$ cat src/rtl/alu_multicycle_if.sv
// Operand/result bundle between the control unit and alu_multicycle.
// The control unit drives start/control/a/b; the ALU drives the status and result lines.
interface alu_multicycle_if #(
  parameter int unsigned WIDTH = 32
);
  logic               start;
  logic [12:0]        control;
  logic [WIDTH-1:0]   a;
  logic [WIDTH-1:0]   b;
  logic               busy;
  logic               done;
  logic [2*WIDTH-1:0] c;
  logic               illegal;
  logic               div0;

  modport master (
    output start, control, a, b,
    input  busy, done, c, illegal, div0
  );

  modport slave (
    input  start, control, a, b,
    output busy, done, c, illegal, div0
  );
endinterface

$ cat src/rtl/alu_multicycle.sv
// Clocked ALU: single-cycle logic/arith/shift ops, iterative WIDTH-step MUL and DIV.
// Define ALU_SIGNED_MULDIV_EN for two's-complement MUL/DIV; otherwise they are unsigned.
module alu_multicycle #(
  parameter int unsigned WIDTH = 32
) (
  input logic              clock,
  input logic              reset,
  alu_multicycle_if.slave  bus
);
  localparam int unsigned SHW = $clog2(WIDTH);
  localparam logic [SHW:0] CntLast = (SHW+1)'(WIDTH);
  localparam logic [SHW:0] CntOne  = (SHW+1)'(1);

  typedef enum logic [1:0] {StIdle, StExec, StDone} state_e;
  state_e state_q, state_d;

  logic [WIDTH-1:0]   a_q, b_q, hi_q, lo_q, opnd_q;
  logic [12:0]        ctrl_q;
  logic [SHW:0]       cnt_q;
  logic [2*WIDTH-1:0] c_q, result_d;
  logic               illegal_q, div0_q, div0_d;

  logic               legal, is_mul, is_div, multi, exec_last;
  logic [WIDTH-1:0]   a_mag, b_mag, step_hi, step_lo, quo, rem;
  logic [2*WIDTH-1:0] prod_raw, prod;

  assign legal     = (ctrl_q != '0) && ((ctrl_q & (ctrl_q - 13'd1)) == '0);
  assign is_mul    = legal && ctrl_q[4];
  assign is_div    = legal && ctrl_q[5];
  assign multi     = is_mul || is_div;
  // Setup cycle at count 0, then WIDTH iteration cycles at counts 1..WIDTH.
  assign exec_last = (state_q == StExec) && (!multi || (cnt_q == CntLast));

  // One shift-add (MUL) or restoring-subtract (DIV) step on {hi_q, lo_q}.
  logic [WIDTH:0] mul_sum, div_shift;
  logic           take;
  always_comb begin
    mul_sum   = {1'b0, hi_q} + {1'b0, opnd_q};
    div_shift = {hi_q, lo_q[WIDTH-1]};
    take      = div_shift >= {1'b0, opnd_q};
    if (is_mul) begin
      step_hi = lo_q[0] ? mul_sum[WIDTH:1] : {1'b0, hi_q[WIDTH-1:1]};
      step_lo = {lo_q[0] ? mul_sum[0] : hi_q[0], lo_q[WIDTH-1:1]};
    end else begin
      step_hi = take ? (div_shift[WIDTH-1:0] - opnd_q) : div_shift[WIDTH-1:0];
      step_lo = {lo_q[WIDTH-2:0], take};
    end
  end

  assign prod_raw = {step_hi, step_lo};

`ifdef ALU_SIGNED_MULDIV_EN
  logic a_neg, b_neg;
  assign a_neg = a_q[WIDTH-1];
  assign b_neg = b_q[WIDTH-1];
  assign a_mag = a_neg ? -a_q : a_q;
  assign b_mag = b_neg ? -b_q : b_q;
  assign prod  = (a_neg ^ b_neg) ? -prod_raw : prod_raw;
  assign quo   = (a_neg ^ b_neg) ? -step_lo : step_lo;
  assign rem   = a_neg ? -step_hi : step_hi;
`else
  assign a_mag = a_q;
  assign b_mag = b_q;
  assign prod  = prod_raw;
  assign quo   = step_lo;
  assign rem   = step_hi;
`endif

  logic [SHW-1:0]   sh;
  logic             sh_big;
  logic [WIDTH:0]   add_sum;
  logic [WIDTH-1:0] sub_dif, neg_val, sra_val;
  logic [2*WIDTH-1:0] ror_val, rol_val;
  always_comb begin
    result_d = '0;
    div0_d   = 1'b0;
    sh       = b_q[SHW-1:0];
    sh_big   = |b_q[WIDTH-1:SHW];
    add_sum  = {1'b0, a_q} + {1'b0, b_q};
    sub_dif  = a_q - b_q;
    neg_val  = -a_q;
    sra_val  = sh_big ? {WIDTH{a_q[WIDTH-1]}} : WIDTH'($signed(a_q) >>> sh);
    ror_val  = {a_q, a_q} >> sh;
    rol_val  = {a_q, a_q} << sh;
    if (legal) begin
      unique case (1'b1)
        ctrl_q[0]:  result_d = {{WIDTH{1'b0}}, a_q & b_q};
        ctrl_q[1]:  result_d = {{WIDTH{1'b0}}, a_q | b_q};
        ctrl_q[2]:  result_d = {{(WIDTH-1){1'b0}}, add_sum};
        ctrl_q[3]:  result_d = {{WIDTH{sub_dif[WIDTH-1]}}, sub_dif};
        ctrl_q[4]:  result_d = prod;
        ctrl_q[5]: begin
          if (b_q == '0) begin
            result_d = {a_q, {WIDTH{1'b1}}};
            div0_d   = 1'b1;
          end else begin
            result_d = {rem, quo};
          end
        end
        ctrl_q[6]:  result_d = sh_big ? '0 : {{WIDTH{1'b0}}, a_q >> sh};
        ctrl_q[7]:  result_d = {{WIDTH{1'b0}}, sra_val};
        ctrl_q[8]:  result_d = sh_big ? '0 : {{WIDTH{1'b0}}, a_q << sh};
        ctrl_q[9]:  result_d = {{WIDTH{1'b0}}, ror_val[WIDTH-1:0]};
        ctrl_q[10]: result_d = {{WIDTH{1'b0}}, rol_val[2*WIDTH-1:WIDTH]};
        ctrl_q[11]: result_d = {{WIDTH{neg_val[WIDTH-1]}}, neg_val};
        ctrl_q[12]: result_d = {{WIDTH{1'b0}}, ~a_q};
        default:    result_d = '0;
      endcase
    end
  end

  always_ff @(posedge clock) begin
    if (reset) state_q <= StIdle;
    else       state_q <= state_d;
  end

  always_comb begin
    state_d = state_q;
    unique case (state_q)
      StIdle:  if (bus.start) state_d = StExec;
      StExec:  if (exec_last) state_d = StDone;
      StDone:  state_d = StIdle;
      default: state_d = StIdle;
    endcase
  end

  always_comb begin
    bus.busy    = (state_q == StExec);
    bus.done    = (state_q == StDone);
    bus.c       = c_q;
    bus.illegal = bus.done && illegal_q;
    bus.div0    = bus.done && div0_q;
  end

  always_ff @(posedge clock) begin
    if (reset) begin
      a_q       <= '0;
      b_q       <= '0;
      ctrl_q    <= '0;
      hi_q      <= '0;
      lo_q      <= '0;
      opnd_q    <= '0;
      cnt_q     <= '0;
      c_q       <= '0;
      illegal_q <= 1'b0;
      div0_q    <= 1'b0;
    end else begin
      if ((state_q == StIdle) && bus.start) begin
        a_q       <= bus.a;
        b_q       <= bus.b;
        ctrl_q    <= bus.control;
        cnt_q     <= '0;
        illegal_q <= 1'b0;
        div0_q    <= 1'b0;
      end
      if (state_q == StExec) begin
        cnt_q <= cnt_q + CntOne;
        if (multi) begin
          if (cnt_q == '0) begin
            hi_q   <= '0;
            lo_q   <= is_mul ? b_mag : a_mag;
            opnd_q <= is_mul ? a_mag : b_mag;
          end else begin
            hi_q <= step_hi;
            lo_q <= step_lo;
          end
        end
        if (exec_last) begin
          c_q       <= result_d;
          illegal_q <= !legal;
          div0_q    <= div0_d;
        end
      end
    end
  end
endmodule
$ cat src/flat_wrapper.sv
// flat-port wrapper written by rule: the top's interface ports become plain ports
module alu_multicycle_flat 
#(
  parameter int unsigned WIDTH = 32
)
  (clock, reset, bus_start, bus_control, bus_a, bus_b, bus_busy, bus_done, bus_c, bus_illegal, bus_div0);
  alu_multicycle_if #(.WIDTH(WIDTH)) bus_i ();
  input logic clock;
  input logic reset;
  input wire logic [$bits(bus_i.start)-1:0] bus_start;
  input wire logic [$bits(bus_i.control)-1:0] bus_control;
  input wire logic [$bits(bus_i.a)-1:0] bus_a;
  input wire logic [$bits(bus_i.b)-1:0] bus_b;
  output wire logic [$bits(bus_i.busy)-1:0] bus_busy;
  output wire logic [$bits(bus_i.done)-1:0] bus_done;
  output wire logic [$bits(bus_i.c)-1:0] bus_c;
  output wire logic [$bits(bus_i.illegal)-1:0] bus_illegal;
  output wire logic [$bits(bus_i.div0)-1:0] bus_div0;
  assign bus_i.start = bus_start;
  assign bus_i.control = bus_control;
  assign bus_i.a = bus_a;
  assign bus_i.b = bus_b;
  assign bus_busy = bus_i.busy;
  assign bus_done = bus_i.done;
  assign bus_c = bus_i.c;
  assign bus_illegal = bus_i.illegal;
  assign bus_div0 = bus_i.div0;
  alu_multicycle #(.WIDTH(WIDTH)) u_core (.clock(clock), .reset(reset), .bus(bus_i));
endmodule
$ cat config.mk
export PLATFORM = sky130hd
export DESIGN_NAME = alu_multicycle_flat
export DESIGN_NICKNAME = d
export VERILOG_FILES = /design/src/rtl/alu_multicycle_if.sv /design/src/rtl/alu_multicycle.sv /design/src/flat_wrapper.sv
export SDC_FILE = /design/constraint.sdc
export NUM_CORES = 2
export LEC_CHECK = 0
export ABC_AREA = 1
export ABC_CLOCK_PERIOD_IN_PS = 3900
export BUFFER_PORTS_ARGS = -buffer_cell sky130_fd_sc_hd__buf_2
export CAP_MARGIN = 20
export CORE_MARGIN = 1
export CORE_UTILIZATION = 30
export DETAILED_ROUTE_END_ITERATION = 10
export GPL_TIMING_DRIVEN = 0
export RECOVER_POWER = 50
export SYNTH_ARGS = -nofsm -noshare
export SYNTH_HDL_FRONTEND = slang
export SYNTH_SLANG_ARGS = --single-unit
$ cat constraint.sdc
create_clock -name clock -period 3.9 [get_ports clock]
set_clock_uncertainty 0.2 [all_clocks]
set_input_delay 0.585 -clock clock [delete_from_list [all_inputs] [get_ports clock]]
set_output_delay 0.585 -clock clock [all_outputs]
set_load 0.005 [all_outputs]
* Word level (Yosys, flattened, before mapping)
Index checks and enable logic that the tools add are counted.
** Cells by class
- $add $sub $neg :: 7
- Order comparisons :: 1
- Eq/ne operators :: 5
- Shift operators :: 5
- Mux-type cells :: 29
- Bitwise logic cells :: 4
- Reductions and logical operators :: 22
** Operator list (count)
- $pmux 64 s13 :: 1
- $mux 32 :: 11
- $mux 64 :: 2
- $add 32x32->33 :: 2
- $shl 64x5->64 :: 1
- $shr 64x5->32 :: 1
- $sub 32x32->32 :: 2
- $ge 33x32->1 :: 1
- $and 32x32->32 :: 1
- $logic_not 32->1 :: 1
- $neg 32->32 :: 1
- $not 32->32 :: 1
- $or 32x32->32 :: 1
- $shl 32x5->32 :: 1
- $shr 32x5->32 :: 1
- $sshr 32x5->32 :: 1
- $reduce_or 27->1 :: 1
- $and 13x13->13 :: 1
- $logic_not 13->1 :: 1
- $reduce_bool 13->1 :: 1
- $sub 13x1->13 const B :: 1
- $mux 6 :: 2
- $mux 1 :: 10
- $logic_and 1x1->1 :: 7
- other kinds (15) :: 20
** Storage, ports and cells
- Register bits after elaboration :: 247
- Logic and storage cells :: 84

* Depth between registers and ports, before layout
- Word-level depth :: 11
- Mapped depth :: 23

* Worst setup path before layout
OpenSTA, ideal clock, no wires.
- Kind :: register -> register
- From :: register u_core.b_q[4] (netlist: u_core.b_mag[4])
- To :: register u_core.c_q[45] (netlist: u_core.bus.c[45])
- Library setup time :: 138 ps
- Data arrival time :: 3160 ps
- Data required time :: 3562 ps
- Setup slack :: 403 ps
- Cell stages (with the launch flop) :: 24
- Path buffers :: 5
- Period minus slack after synthesis :: 3497 ps
- Cells stage by stage :: dfxtp_1 clkbuf_1 inv_1 clkbuf_1 buf_1 buf_1 ha_1 inv_1 nand2_1 nand2_1 a21oi_1 nand2_1 nand3_1 nand2_1 nand3_1 nand2_1 nand2_1 nand3_1 nand2_4 inv_4 buf_6 nand3_1 nand2_1 a21oi_2
** Between the ends
- Longest elaborated chain between the ends :: 4
** Ends and longest elaborated chain
- start: declaration :: line alu_multicycle.sv:17 : logic [WIDTH-1:0] a_q, b_q, hi_q, lo_q, opnd_q;
- start signal: assignment :: line alu_multicycle.sv:150 : b_q <= bus.b;
- branches (longest 2 deep; another with $sub 32x32->32)
- $pmux 64 s13 * :: line alu_multicycle.sv:86 : unique case (1'b1)
- $mux 64 * :: line alu_multicycle.sv:85 : if (legal) begin
- end signal: assignment :: line alu_multicycle.sv:169 : c_q <= result_d;
- end: declaration :: line alu_multicycle.sv:20 : logic [2*WIDTH-1:0] c_q, result_d;
Mark *: on every way between the ends.
A chain may end at the register's enable or synchronous reset.

* Worst setup path in the final report
- From :: register u_core.b_q[5] (netlist: u_core.b_mag[5])
- To :: register u_core.c_q[1] (netlist: u_core.bus.c[1])
** Between the ends
- Longest elaborated chain between the ends :: 4
** Ends and longest elaborated chain
- $logic_not 32->1 / $reduce_or 27->1 (equally long branches) :: line alu_multicycle.sv:93, alu_multicycle.sv:78
- $mux 64 (tied with other cells) :: line alu_multicycle.sv:93 : if (b_q == '0) begin
- $pmux 64 s13 * :: line alu_multicycle.sv:86
- $mux 64 * :: line alu_multicycle.sv:85
Every way passes the cells marked *; elsewhere a longest branch is shown, timed or not.

==> metrics.md <==
| Metric | Value |
|---|---|
| Result of the run | `finished, violations left` |
| Violations in the final reports | `negative setup slack` |
| Die Width | `306.0 um` |
| Combinational family with the most area after synthesis | `simple AND/OR/NAND/NOR gates` |
| Period utilisation layout | `102.0%` |
| Net count of the finished layout | `5340` |
| Final Total Pwr | `0.01228 W` |
| CORE AREA | `91660 sq um` |
| Number of antenna violations at the first check in global routing | `16` |
| Wire length of the first global-routing pass | `259700 um` |
| Count of standard-cell rows | `111` |
| Critical path class | `reg2reg` |
| Clock transition at path regs | `0.06 ns` |
| Total leakage power | `14.44 nW` |
| Cell chosen for the clock root | `sky130_fd_sc_hd__clkbuf_16` |
| Share of flip-flops with an asynchronous set or reset after synthesis | `0%` |
| Largest driver fanout on the critical path | `6` |
| Detail Route Antenna Nets | `0` |
| Post-layout min period | `3.978 ns` |
| Highest Clock Rate | `0.2514 GHz` |
| Rel. slew slack | `29.69%` |
| Slew at the pin closest to its max-slew limit | `1.048 ns` |
| I/O pin count | `148` |
| CTS sink count | `247` |
| Compound-cell area share of the yosys netlist | `20.85%` |
| IO Port Bufs | `146` |
| Largest area contributor in the synthesized netlist | `sky130_fd_sc_hd__nand2_1` |
| Clock tree from TritonCTS | `built` |
| Clk Latency, worst-skew pair | `0.57 ns` |
| Via/cell ratio | `5.980` |
| Commonest cells after routing, fill and taps aside | `sky130_fd_sc_hd__nand2_1 (1399), sky130_fd_sc_hd__nand3_1 (740), sky130_fd_sc_hd__a21oi_1 (436)` |
| Max Cap Violations | `0` |
| Area of all placed cells without fillers | `31570 sq um` |
| Flip-flop and latch count after synthesis | `247` |
| Overall global routing resource usage | `38.71%` |
| Worst Hold Class | `in2reg` |
| Arrival time at the worst endpoint | `4.20 ns` |
| Net Count, Synth | `5163` |
| Detailed-placement wirelength estimate | `154200 um` |
| Max VDD drop | `0.2902 mV` |
| Area share of fa/ha/maj cells after synthesis | `7.645%` |
| Most frequently used flop master after synthesis | `sky130_fd_sc_hd__dfxtp_1` |
| Final Slew Violations | `0` |
| Buffers from clock root to sink, at most | `3` |
| Total global routing overflow | `0` |
| Synthesized instance count | `4916` |
| Total length of routed wires | `186800 um` |
| Standard cell area after detailed placement | `29950 sq um` |
| Routed WL per cell | `29.59 um` |
| Final Hold Viols | `0` |
| Distinct cell type count after synthesis | `60` |
| Post-synthesis xor/xnor area fraction | `0.7898%` |
| Share of the synthesized area in the top cell type | `19.06%` |
| FF-to-FF setup slack | `-0.08 ns` |
| CTS buffer count | `34` |
| Share of final-layout standard cells stronger than drive strength 1 | `8.460%` |
| CTS H-tree lvls | `2` |
| Top sig layer | `met5` |
| Crit end category | `flop` |
| Required time of the critical path | `4.12 ns` |
| Starting utilization of the core area | `30.25%` |
| Post-layout worst setup margin | `-0.07782 ns` |
| Number of global-route vias before repair | `34850` |
| Number of enable flip-flop cells after synthesis | `0` |
| Post-Synthesis Cell Area | `27720 sq um` |
| Synthesized area per cell | `5.640 sq um` |
| YS warnings | `0` |
| PwrDens | `389.0 nW/um^2` |
| Simple-gate share of the synthesized area | `42.68%` |
| Largest net degree at the start of global routing | `13` |
| Top area cells in the synthesized netlist | `sky130_fd_sc_hd__nand2_1 (19%), sky130_fd_sc_hd__dfxtp_1 (18%), sky130_fd_sc_hd__nand3_1 (13%)` |
| Final routed DRC violation total | `0` |
| Critical Path Start Type | `flop` |
| Area enclosed by the die boundary | `93630 sq um` |
| Most common cell after layout, fill and taps aside | `sky130_fd_sc_hd__nand2_1` |
| Met2 layer wire length in the routed design | `75750 um` |
| Post-synthesis mux area share | `0%` |
| Initial DRT Pass Iterations | `8` |
| Setup violators final | `12` |
| Share of the yosys chip area belonging to registers | `17.84%` |
| Signed area change from the synthesized netlist to the final layout | `13.88%` |
| Number of DRC violations after detailed-routing iteration 0 | `5473` |
| Die boundary height | `306.0 um` |
| Routed via count | `37743` |
| Placer's final routability congestion estimate | `1.121` |
| Met1 layer wirelength in the final routing | `75610 um` |
| Number of buffers added to fix hold violations after cts | `0` |
| Total length of routed met3 wires | `20830 um` |
## stage by stage
step	std cells	worst slack, ns	hold slack (ns)	setup TNS, ns	utilization [%]
4_1_cts	6309	0.001280	0.08996	0	34.26
5_1_grt	6306	-0.02446	0.1131	-0.02446	34.43
3_3_place_gp	6248	-2.410	0.2500	-102.90	32.66
2_1_floorplan	4916	0.4028	0.2519	0	-
3_5_place_dp	6250	-2.291	0.2530	-98.99	32.68
6_report	6312	-0.07782	0.1078	-0.4008	34.44
## worst max-delay path, stage by stage, from the launching register on
cell and delay (ns):
sky130_fd_sc_hd__dfxtp_1 0.59, sky130_fd_sc_hd__inv_1 0.25, sky130_fd_sc_hd__nand3_1 0.14, sky130_fd_sc_hd__nor2_1 0.07, sky130_fd_sc_hd__nand2_1 0.13, sky130_fd_sc_hd__nor2_1 0.12, sky130_fd_sc_hd__nand2_1 0.26, sky130_fd_sc_hd__nand2_2 0.26
sky130_fd_sc_hd__nor2_1 0.58, sky130_fd_sc_hd__o2111ai_1 0.35, sky130_fd_sc_hd__nor3_2 0.44, sky130_fd_sc_hd__nand2_1 0.25, sky130_fd_sc_hd__nand2_1 0.13, sky130_fd_sc_hd__a21oi_1 0.07
## cells by family after synthesis
logic type,after synthesis
AND/OR/NAND/NOR,2749
adder cells (fa/ha/maj),167
XOR/XNOR,25
flip-flops,247
buffers and inverters,693
AO/OA/AOI/OAI,1035
## sequential cells by signal (all words and copies together) (netlist names)
name,flops
u_core.b_mag,32
u_core.opnd_q,32
u_core.lo_q,32
u_core.ctrl_q,13
u_core.cnt_q,6
u_core.bus.c,64
u_core.div0_q,1
u_core.hi_q,32
u_core.state_q,2
u_core.illegal_q,1
u_core.a_mag,32
## Yosys cell counts, types with 5 or more instances
cell / count
sky130_fd_sc_hd__a211oi_1: 70
sky130_fd_sc_hd__a21boi_0: 6
sky130_fd_sc_hd__a21o_1: 9
sky130_fd_sc_hd__a21oi_1: 441
sky130_fd_sc_hd__a21oi_2: 8
sky130_fd_sc_hd__a22oi_1: 9
sky130_fd_sc_hd__buf_1: 41
sky130_fd_sc_hd__buf_2: 65
sky130_fd_sc_hd__buf_4: 8
sky130_fd_sc_hd__buf_6: 14
sky130_fd_sc_hd__clkbuf_1: 143
sky130_fd_sc_hd__clkinv_1: 7
sky130_fd_sc_hd__dfxtp_1: 247
sky130_fd_sc_hd__ha_1: 163
sky130_fd_sc_hd__inv_1: 396
sky130_fd_sc_hd__inv_2: 15
sky130_fd_sc_hd__nand2_1: 1408
sky130_fd_sc_hd__nand3_1: 744
sky130_fd_sc_hd__nand3b_1: 25
sky130_fd_sc_hd__nand4_1: 66
sky130_fd_sc_hd__nor2_1: 401
sky130_fd_sc_hd__nor2_4: 5
sky130_fd_sc_hd__nor3_1: 53
sky130_fd_sc_hd__o211ai_1: 28
sky130_fd_sc_hd__o21a_1: 10
sky130_fd_sc_hd__o21ai_0: 334
sky130_fd_sc_hd__o21ai_1: 30
sky130_fd_sc_hd__o21ai_2: 5
sky130_fd_sc_hd__o21bai_1: 17
sky130_fd_sc_hd__o221ai_1: 27
sky130_fd_sc_hd__o22ai_1: 25
sky130_fd_sc_hd__or2_2: 12
sky130_fd_sc_hd__xor2_1: 23
## where the power goes
| part | internal [W] | total [W] | switching, W |
|---|---|---|---|
| clock network | 0.00200 | 0.00336 | 0.00137 |
| registers | 0.00264 | 0.00293 | 0.000298 |
| logic | 0.00146 | 0.00598 | 0.00453 |
| total | 0.00609 | 0.0123 | 0.00619 |
## path summary, 6_finish.rpt
kind                            depth (start not counted)                to        startpoint
worst max-delay path                                   13   u_core.bus.c[1]   u_core.b_mag[5]
worst min-delay path                                    3  u_core.ctrl_q[0]    bus_control[0]
worst max register to register                         13   u_core.bus.c[1]   u_core.b_mag[5]
worst min register to register                          2  u_core.bus.c[33]  u_core.bus.c[33]
## layout make-up
type / count / area, sq um
diodes: 8 / 20.02
plain buffers: 262 / 1349
clock buffers: 48 / 994.7
clock inverters: 13 / 171.4
fillers: 10621 / 60090
inverters: 420 / 1600
multi-input cells: 3976 / 20220
flip-flops and latches: 247 / 5011
well taps: 1186 / 1484
repair buffers: 152 / 721.9
## layer usage
layer | global-route usage, % | vias up
met3 | 8.647 | 449
met4 | 24.81 | 10
met1 | 51.12 | 17919
met2 | 56.45 | 2422
li1 | - | 16943
met5 | 0 | -
## what timing repair did
action	in CTS	in global routing
endpoints found under the setup margin	64	53
setup buffers	1	3
pin swaps	8	7
resized for setup	134	91
hold endpoints to repair	0	0
(Power assumes the default switching activity.)
